<file path="config.mk">
export PLATFORM = sky130hd
export DESIGN_NAME = axi_tri_cmd_queue_flat
export DESIGN_NICKNAME = d
export VERILOG_FILES = /design/src/rtl/axi_tri_cmd_queue_if.sv /design/src/rtl/axi_tri_cmd_queue.sv /design/src/flat_wrapper.sv
export SDC_FILE = /design/constraint.sdc
export NUM_CORES = 2
export LEC_CHECK = 0
export CAP_MARGIN = 20
export CORE_ASPECT_RATIO = 0.9
export CORE_MARGIN = 5
export CORE_UTILIZATION = 30
export DETAILED_ROUTE_END_ITERATION = 7
export SLEW_MARGIN = 25
export SYNTH_ARGS = -nofsm -noshare
export SYNTH_HDL_FRONTEND = slang
export SYNTH_SLANG_ARGS = --single-unit
</file>
<file path="constraint.sdc">
create_clock -name axi_aclk -period 39.2 [get_ports axi_aclk]
set_input_delay 7.84 -clock axi_aclk [delete_from_list [all_inputs] [get_ports axi_aclk]]
set_output_delay 7.84 -clock axi_aclk [all_outputs]
set_load 0.02 [all_outputs]
</file>
<file path="src/rtl/axi_tri_cmd_queue_if.sv">
// Bus bundle for the triangle command queue: AXI4-Lite write channels,
// the descriptor stream towards the rasterizer and the FIFO status flags.
interface axi_tri_cmd_queue_if #(
    parameter int NUM_WORDS = 6,
    parameter int DEPTH     = 8,
    parameter int ADDR_W    = 14
);
    localparam int CNT_W = $clog2(DEPTH + 1);

    logic [ADDR_W-1:0]      axi_awaddr;
    logic                   axi_awvalid;
    logic                   axi_awready;
    logic [31:0]            axi_wdata;
    logic                   axi_wvalid;
    logic                   axi_wready;
    logic [1:0]             axi_bresp;
    logic                   axi_bvalid;
    logic                   axi_bready;
    logic [NUM_WORDS*32-1:0] tri_data;
    logic                   tri_valid;
    logic                   tri_ready;
    logic [CNT_W-1:0]       fifo_count;
    logic                   fifo_empty;
    logic                   fifo_full;

    modport slave (
        input  axi_awaddr, axi_awvalid, axi_wdata, axi_wvalid, axi_bready, tri_ready,
        output axi_awready, axi_wready, axi_bresp, axi_bvalid,
               tri_data, tri_valid, fifo_count, fifo_empty, fifo_full
    );

    modport master (
        output axi_awaddr, axi_awvalid, axi_wdata, axi_wvalid, axi_bready, tri_ready,
        input  axi_awready, axi_wready, axi_bresp, axi_bvalid,
               tri_data, tri_valid, fifo_count, fifo_empty, fifo_full
    );
endinterface

</file>
<file path="src/rtl/axi_tri_cmd_queue.sv">
// Write-only AXI4-Lite slave that stages NUM_WORDS descriptor words and
// commits them into a DEPTH-entry first-word-fall-through FIFO.
// Word i lives at byte 4*i; CTRL (bit0 commit, bit1 flush) follows the words.
module axi_tri_cmd_queue #(
    parameter int NUM_WORDS   = 6,
    parameter int DEPTH       = 8,
    parameter int ADDR_W      = 14,
    parameter int AUTO_COMMIT = 1
) (
    input logic                axi_aclk,
    input logic                axi_aresetn,
    axi_tri_cmd_queue_if.slave bus
);
    localparam int PTR_W  = $clog2(DEPTH);
    localparam int CNT_W  = $clog2(DEPTH + 1);
    localparam int IDX_W  = ADDR_W - 2;
    localparam int DATA_W = NUM_WORDS * 32;
    localparam logic [IDX_W-1:0] CTRL_IDX = IDX_W'(NUM_WORDS);
    localparam logic [IDX_W-1:0] LAST_IDX = IDX_W'(NUM_WORDS - 1);
    localparam logic [CNT_W-1:0] FULL_CNT = CNT_W'(DEPTH);

    logic              aw_held, w_held, bvalid_q;
    logic [1:0]        bresp_q;
    logic [IDX_W-1:0]  idx;
    logic [31:0]       wdata_q;
    logic [31:0]       stage      [NUM_WORDS];
    logic [31:0]       stage_next [NUM_WORDS];
    logic [DATA_W-1:0] mem        [DEPTH];
    logic [DATA_W-1:0] push_data;
    logic [PTR_W-1:0]  wr_ptr, rd_ptr;
    logic [CNT_W-1:0]  count;
    logic is_word, is_ctrl, commit, flush, pop, stall, exec, push, flush_exec;
    logic unused_addr_lsb;

    // Byte lanes below the word boundary carry no meaning for this register map.
    assign unused_addr_lsb = ^bus.axi_awaddr[1:0];

    // Readies are held low during reset and while a transaction is in flight.
    assign bus.axi_awready = axi_aresetn && !aw_held && !bvalid_q;
    assign bus.axi_wready  = axi_aresetn && !w_held && !bvalid_q;
    assign bus.axi_bvalid  = bvalid_q;
    assign bus.axi_bresp   = bresp_q;
    assign bus.tri_data    = mem[rd_ptr];
    assign bus.tri_valid   = (count != '0);
    assign bus.fifo_count  = count;
    assign bus.fifo_empty  = (count == '0);
    assign bus.fifo_full   = (count == FULL_CNT);

    // Decode the latched write and decide whether it may execute this cycle.
    // A flush frees the whole FIFO first, so a flush+commit never stalls.
    always_comb begin
        is_word    = (idx < CTRL_IDX);
        is_ctrl    = (idx == CTRL_IDX);
        flush      = is_ctrl && wdata_q[1];
        commit     = (is_ctrl && wdata_q[0]) || ((AUTO_COMMIT != 0) && (idx == LAST_IDX));
        pop        = bus.tri_ready && (count != '0);
        stall      = commit && !flush && (count == FULL_CNT) && !pop;
        exec       = aw_held && w_held && !bvalid_q && !stall;
        push       = exec && commit;
        flush_exec = exec && flush;
    end

    // Staging words with the executing write merged in; this is what a commit pushes.
    always_comb begin
        for (int i = 0; i < NUM_WORDS; i++) begin
            stage_next[i] = stage[i];
            if (exec && (idx == IDX_W'(i))) stage_next[i] = wdata_q;
            push_data[i*32 +: 32] = stage_next[i];
        end
    end

    // AW/W latches and the B response; one transaction outstanding at a time.
    always_ff @(posedge axi_aclk or negedge axi_aresetn) begin
        if (!axi_aresetn) begin
            aw_held  <= 1'b0;
            w_held   <= 1'b0;
            idx      <= '0;
            wdata_q  <= '0;
            bvalid_q <= 1'b0;
            bresp_q  <= 2'b00;
        end else begin
            if (bus.axi_awvalid && bus.axi_awready) begin
                aw_held <= 1'b1;
                idx     <= bus.axi_awaddr[ADDR_W-1:2];
            end
            if (bus.axi_wvalid && bus.axi_wready) begin
                w_held  <= 1'b1;
                wdata_q <= bus.axi_wdata;
            end
            if (exec) begin
                bvalid_q <= 1'b1;
                bresp_q  <= (is_word || is_ctrl) ? 2'b00 : 2'b10;
            end else if (bvalid_q && bus.axi_bready) begin
                bvalid_q <= 1'b0;
                aw_held  <= 1'b0;
                w_held   <= 1'b0;
            end
        end
    end

    // Staging register file.
    always_ff @(posedge axi_aclk or negedge axi_aresetn) begin
        if (!axi_aresetn) begin
            for (int i = 0; i < NUM_WORDS; i++) stage[i] <= '0;
        end else begin
            stage <= stage_next;
        end
    end

    // FIFO pointers and occupancy; flush overrides a concurrent pop.
    always_ff @(posedge axi_aclk or negedge axi_aresetn) begin
        if (!axi_aresetn) begin
            wr_ptr <= '0;
            rd_ptr <= '0;
            count  <= '0;
        end else begin
            if (flush_exec) begin
                rd_ptr <= wr_ptr;
                count  <= push ? CNT_W'(1) : '0;
            end else begin
                if (pop) rd_ptr <= rd_ptr + PTR_W'(1);
                case ({push, pop})
                    2'b10:   count <= count + CNT_W'(1);
                    2'b01:   count <= count - CNT_W'(1);
                    default: count <= count;
                endcase
            end
            if (push) wr_ptr <= wr_ptr + PTR_W'(1);
        end
    end

    // Descriptor storage; contents are qualified by count, so no reset is needed.
    always_ff @(posedge axi_aclk) begin
        if (push) mem[wr_ptr] <= push_data;
    end
endmodule
</file>
<file path="src/flat_wrapper.sv">
// flat-port wrapper written by rule: the top's interface ports become plain ports
module axi_tri_cmd_queue_flat 
#(
    parameter int NUM_WORDS   = 6,
    parameter int DEPTH       = 8,
    parameter int ADDR_W      = 14,
    parameter int AUTO_COMMIT = 1
)
  (axi_aclk, axi_aresetn, bus_axi_awaddr, bus_axi_awvalid, bus_axi_wdata, bus_axi_wvalid, bus_axi_bready, bus_tri_ready, bus_axi_awready, bus_axi_wready, bus_axi_bresp, bus_axi_bvalid, bus_tri_data, bus_tri_valid, bus_fifo_count, bus_fifo_empty, bus_fifo_full);
  axi_tri_cmd_queue_if #(.NUM_WORDS(NUM_WORDS), .DEPTH(DEPTH), .ADDR_W(ADDR_W)) bus_i ();
  input logic axi_aclk;
  input logic axi_aresetn;
  input wire logic [$bits(bus_i.axi_awaddr)-1:0] bus_axi_awaddr;
  input wire logic [$bits(bus_i.axi_awvalid)-1:0] bus_axi_awvalid;
  input wire logic [$bits(bus_i.axi_wdata)-1:0] bus_axi_wdata;
  input wire logic [$bits(bus_i.axi_wvalid)-1:0] bus_axi_wvalid;
  input wire logic [$bits(bus_i.axi_bready)-1:0] bus_axi_bready;
  input wire logic [$bits(bus_i.tri_ready)-1:0] bus_tri_ready;
  output wire logic [$bits(bus_i.axi_awready)-1:0] bus_axi_awready;
  output wire logic [$bits(bus_i.axi_wready)-1:0] bus_axi_wready;
  output wire logic [$bits(bus_i.axi_bresp)-1:0] bus_axi_bresp;
  output wire logic [$bits(bus_i.axi_bvalid)-1:0] bus_axi_bvalid;
  output wire logic [$bits(bus_i.tri_data)-1:0] bus_tri_data;
  output wire logic [$bits(bus_i.tri_valid)-1:0] bus_tri_valid;
  output wire logic [$bits(bus_i.fifo_count)-1:0] bus_fifo_count;
  output wire logic [$bits(bus_i.fifo_empty)-1:0] bus_fifo_empty;
  output wire logic [$bits(bus_i.fifo_full)-1:0] bus_fifo_full;
  assign bus_i.axi_awaddr = bus_axi_awaddr;
  assign bus_i.axi_awvalid = bus_axi_awvalid;
  assign bus_i.axi_wdata = bus_axi_wdata;
  assign bus_i.axi_wvalid = bus_axi_wvalid;
  assign bus_i.axi_bready = bus_axi_bready;
  assign bus_i.tri_ready = bus_tri_ready;
  assign bus_axi_awready = bus_i.axi_awready;
  assign bus_axi_wready = bus_i.axi_wready;
  assign bus_axi_bresp = bus_i.axi_bresp;
  assign bus_axi_bvalid = bus_i.axi_bvalid;
  assign bus_tri_data = bus_i.tri_data;
  assign bus_tri_valid = bus_i.tri_valid;
  assign bus_fifo_count = bus_i.fifo_count;
  assign bus_fifo_empty = bus_i.fifo_empty;
  assign bus_fifo_full = bus_i.fifo_full;
  axi_tri_cmd_queue #(.NUM_WORDS(NUM_WORDS), .DEPTH(DEPTH), .ADDR_W(ADDR_W), .AUTO_COMMIT(AUTO_COMMIT)) u_core (.axi_aclk(axi_aclk), .axi_aresetn(axi_aresetn), .bus(bus_i));
endmodule
</file>
# Yosys cells after proc, flatten, opt, wreduce, memory -nomap -nowiden
# Memory sizes are Yosys's and may differ from the RTL's.
# Cells that the tools add are included.
# totals
reg_bits	251
latchBits	0
ram_bits	1536
mem_bits_ro	0
in_bits	52
output_inout_bits	204
wordCells	90
n_memories	1
# op_classes
add_sub_neg	4
n_mul	0
n_div	0
magnitude_cmp	1
eq_ne	9
n_shift	0
muxes	22
n_bitwise	0
n_reduce_logical	38
# memory_table
memory	words	width	read_ports	rd_ports_with_merged_regs	wr	line	source
u_core.mem	8	192	1	0	1	axi_tri_cmd_queue.sv:28	logic [DATA_W-1:0] mem [DEPTH];
# op_table
cell	count
32-bit two-way mux	6
12-bit by 3-bit == test with 1-bit output, second input constant	3
12-bit by 2-bit == test with 1-bit output, second input constant	2
1-bit logical AND	24
12-bit by 1-bit == test with 1-bit output, second input constant	1
12-bit logical NOT	1
12-bit by 3-bit < comparator with 1-bit output, second input constant	1
1-bit two-way mux	11
4-bit one-hot mux with 2 select lines	1
3-bit by 1-bit adder with 3-bit output, second input constant	2
1-bit logical NOT	6
3-bit two-way mux	2
4-bit by 1-bit adder with 4-bit output, second input constant	1
4-bit == test, second input constant	1
4-bit logical NOT	1
4-bit two-way mux	1
2-bit nonzero test	2
4-bit nonzero test	1
4-bit by 1-bit subtractor with 4-bit output, second input constant	1
3-bit nonzero test	1
2-bit by 1-bit == test with 1-bit output, second input constant	1
2-bit == test, second input constant	1
1-bit logical OR	2
2-bit two-way mux	1

# Longest topological paths before layout
# depth
ltp_word	12
mapped_depth	12
mapped_depth_nobuf	10

# Least setup slack after synthesis
# OpenSTA, ideal clock, no wires.
# synth_path
kind	input -> register
start	input bus_tri_ready
end	memory u_core.mem[0][0] (netlist bit) (enable)
setup_ns	1.214
arrival_ns	26.430
required_ns	37.986
setup_slack_ns	11.556
cell_stages	4
path_buffers	1
cell_sequence	nor3b_2 or4_4 buf_6 nor4_1
# synth_via
elab_chain_len	8
# synth_lines
item	line	source
from (decl)	flat_wrapper.sv:18	input wire logic [$bits(bus_i.tri_ready)-1:0] bus_tri_ready;
1-bit logical AND	axi_tri_cmd_queue.sv:56	pop = bus.tri_ready && (count != '0);
1-bit logical NOT	axi_tri_cmd_queue.sv:57	stall = commit && !flush && (count == FULL_CNT) && !pop;
1-bit logical AND	axi_tri_cmd_queue.sv:57	
1-bit logical NOT	axi_tri_cmd_queue.sv:58	exec = aw_held && w_held && !bvalid_q && !stall;
1-bit logical AND	axi_tri_cmd_queue.sv:58	
1-bit logical AND	axi_tri_cmd_queue.sv:59	push = exec && commit;
1-bit two-way mux	axi_tri_cmd_queue.sv:134	if (push) mem[wr_ptr] <= push_data;
1-bit two-way mux (not written as such)	axi_tri_cmd_queue.sv:134	
to (decl)	axi_tri_cmd_queue.sv:28	
# No other way between the ends.

# Worst setup path after layout
# layout_path
start	input axi_aresetn
end	output bus_axi_wready
# layout_via
elab_chain_len	2
# layout_lines
item	line	source
from (decl)	flat_wrapper.sv:12	input logic axi_aresetn;
1-bit logical AND (2 in a row)	axi_tri_cmd_queue.sv:40	assign bus.axi_wready = axi_aresetn && !w_held && !bvalid_q;
to (decl)	flat_wrapper.sv:20	output wire logic [$bits(bus_i.axi_wready)-1:0] bus_axi_wready;
# No other way between the ends.

==> impl_metrics.csv <==
group,metric,value,unit
outcome,outcome,"complete, no violations",
cts,cts_resized,0,
logic_synthesis,ys_seq_area_frac,0.778,
setup_path,cp.required,31.36,ns
min_path,min_from,"u_core.idx[8]$_DFFE_PN0P_",
floorplan,core_area,224000,µm²
min_path,hold_path_end,"u_core.idx[8]$_DFFE_PN0P_",
pwr,peakVddDrop,0.0545,mV
pwr,power.density,62.8,nW/µm²
cts,htreeDepth,4,
floorplan,dieWidth,509,µm
global_routing,grt_max_degree,120,
logic_synthesis,synth_most_common_cell,"edfxtp_1",
setup_path,end_kind,"output pin",
run,max_cap_violations,0,
cells_and_area,postLayoutCellArea,80000,µm²
cells_and_area,drive_gt1_frac,0.357,
min_path,min_path_type,"reg -> reg",
routing,drt_wl_total,168000,µm
setup_path,cp_max_fo,65,
routing,post_drt_wl_per_cell,26.3,µm
floorplan,die-area,234000,µm²
cts,cts_tree,"built",
timing,min_period_over_period,0.437,
logic_synthesis,synth.net_count,2886,
logic_synthesis,synth_top_cell_area_share,0.685,
global_routing,grt_pass1_vias,31318,
timing,finalWorstSetupSlack,22.08,ns
placement,place_congestion,0.702,
cells_and_area,multi_input_area,14300,µm²
cells_and_area,seqCellArea,52400,µm²
min_path,whs_path_depth,1,
setup_path,reg2regPathDepth,7,
setup_path,worstSetupPathType,"in -> out",
logic_synthesis,netlist_instances,2828,
timing,slew_headroom,0.271,
cells_and_area,layout.nets,3260,
timing,finalHoldViolations,0,
floorplan,start_util,0.300,
timing,setup_viol_count_final,0,
logic_synthesis,synth.distinct_cells,44,
setup_path,cp-start-kind,"input pin",
setup_path,r2r_start,"u_core.idx[9]$_DFFE_PN0P_",
timing,rsz0062_at_grt,"no",
logic_synthesis,synth.area.top_cells,"edfxtp_1, mux4_2, dfrtp_1",
timing,finalSetupTns,0,ns
cts,cts_setup_buffers,0,
global_routing,grt_overflow_total,0,
timing,skew,0.0511,ns
timing,slew_viol_final,0,
placement,place_area,73600,µm²
cts,cts_hold_buf,0,
logic_synthesis,yosys-top-cells-count,"edfxtp_1, mux2_2, mux4_2",
routing,dr.pass1.iters,6,
cells_and_area,n_fill_cell,20454,
routing,vias,30086,
floorplan,ios,256,
setup_path,r2r_end,"u_core.mem[1][62]$_DFFE_PP_",
cts,clkTransAtPathRegs,0.06,ns
pwr,leakagePower,23.3,nW
timing,tightest_slew,1.09,ns
cells_and_area,area_growth_syn_to_layout,18.9,%
floorplan,die_h,459,µm
floorplan,std_cell_rows,165,
logic_synthesis,synth-edff-count,1536,
placement,io_buffers,252,
global_routing,gr-usage-all-layers,0.142,
logic_synthesis,async_flop_share,0.140,
logic_synthesis,ys_warn_count,0,
placement,hpwl,91300,µm
logic_synthesis,syn_area,67300,µm²
cells_and_area,post-route-util,0.357,
cts,clockBufferDepth,3,
global_routing,grt_pass1_wl,236000,µm
global_routing,antenna_found_initial,40,
timing,max_freq,58.4,MHz
setup_path,reg2reg_slack,33.52,ns
routing,ant_nets,0,
logic_synthesis,ys.flop_type,"edfxtp_1",
logic_synthesis,yosys.area.top_type,"edfxtp_1",
setup_path,worst_ep_arrival_time,9.28,ns
cts,root_buffer,"clkbuf_16",
routing,drt_iter0_drc,2648,
logic_synthesis,syn_avg_cell_area,23.8,µm²
cts,cts.sinks,1786,
cts,cts-buffers-inserted,183,
placement,dp_slack,22.05,ns
timing,period_needed,17.12,ns
logic_synthesis,ys_ff_latch,1786,
cts,clk-insertion-delay-late,0.83,ns
routing,drc,0,
routing,via_per_inst,4.70,
power by group:
part           internal, mW  total, mW  switching [mW]
clock network          1.01       1.76           0.747
registers              2.09       2.27           0.179
logic                 0.470      0.998           0.528
per-layer routing:
metal / vias up / routed length (µm) / part of all wire / track usage
met3: 228 / 11500 / 0.068 / 0.0334
met5: - / 0 / 0 / 0
met1: 16406 / 69500 / 0.41 / 0.189
met2: 872 / 83100 / 0.49 / 0.233
li1: 12580 / - / - / -
met4: 0 / 4020 / 0.024 / 0.0411
worst max-delay path, cell delays in order:
cell	delay [ns]
buf_8	0.43
nand2b_1	0.14
nor2_1	0.15
clkdlybuf4s50_1	0.63
cells in the final DEF, fill, tap and decap left out, drive strengths merged, types with 2 or more instances in the layout:
cell type / netlist / layout
clkinvlp: 0 / 6
nor2: 12 / 12
mux2: 430 / 430
and2: 3 / 3
clkinv: 0 / 63
nor3: 8 / 8
clkdlybuf4s50: 0 / 251
bufinv: 0 / 13
dfrtp: 250 / 250
diode: 0 / 28
edfxtp: 1536 / 1536
a21oi: 5 / 5
or4: 2 / 2
inv: 4 / 16
nor3b: 2 / 2
xor2: 3 / 3
buf: 71 / 75
nor4: 5 / 5
clkbuf: 66 / 254
ha: 5 / 5
o21ai: 6 / 6
xnor2: 4 / 4
and3b: 2 / 2
nand2b: 6 / 6
mux2i: 2 / 2
nor4b: 2 / 2
mux4: 384 / 384
nand2: 11 / 11
through the flow:
step,hold slack [ns],std cells,power (mW)
finish,0.516,6399,5.03
global route,0.539,6389,5.23
CTS,0.512,6366,5.11
detailed placement,0.499,6018,3.34
global placement,0.495,6018,3.33
floorplan,0.481,2828,2.83
cells by family after synthesis:
family,after synthesis,synth area share
DFF,1786,0.778
muxes,816,0.202
buffers and inverters,141,0.00991
and+or+nand+nor,57,0.00576
AOI/OAI and AO/OA,14,0.00119
xor gates and xnor gates,7,0.000911
adders and majority gates,6,0.00123
other,1,0.0000557
registers in the layout, summed over array words and instances, names as in the netlist, 3 cells and up:
signal,count
u_core.mem,1536
u_core.idx,12
u_core.rd_ptr,3
u_core.wr_ptr,3
u_core.bus.fifo_count,4
u_core.stage,192
u_core.wdata_q,32
cell type report:
cell class	count	area share
timing repair buffer	326	0.0405
clock buffer	254	0.0642
sequential	1786	0.655
multi-input combinational	901	0.179
inverter	4	0.000188
tap	3006	0.0470
clock inverter	94	0.0132
antenna	28	0.000876
how the worst max path moves through the flow:
| stage | slack [ns] | depth (start not counted) | end | from |
|---|---|---|---|---|
| final | 22.08 | 4 | bus_axi_wready | axi_aresetn |
| after global routing | 21.90 | 4 | bus_axi_wready | axi_aresetn |
| after CTS | 22.04 | 4 | bus_axi_wready | axi_aresetn |
| after detailed placement | 22.05 | 4 | bus_axi_wready | axi_aresetn |
| after global placement | 22.03 | 4 | bus_axi_wready | axi_aresetn |
| after floorplan | 11.56 | 4 | u_core.mem[0][0]$_DFFE_PP_ | bus_tri_ready |
No activity file was read; power rests on OpenSTA's default activity.
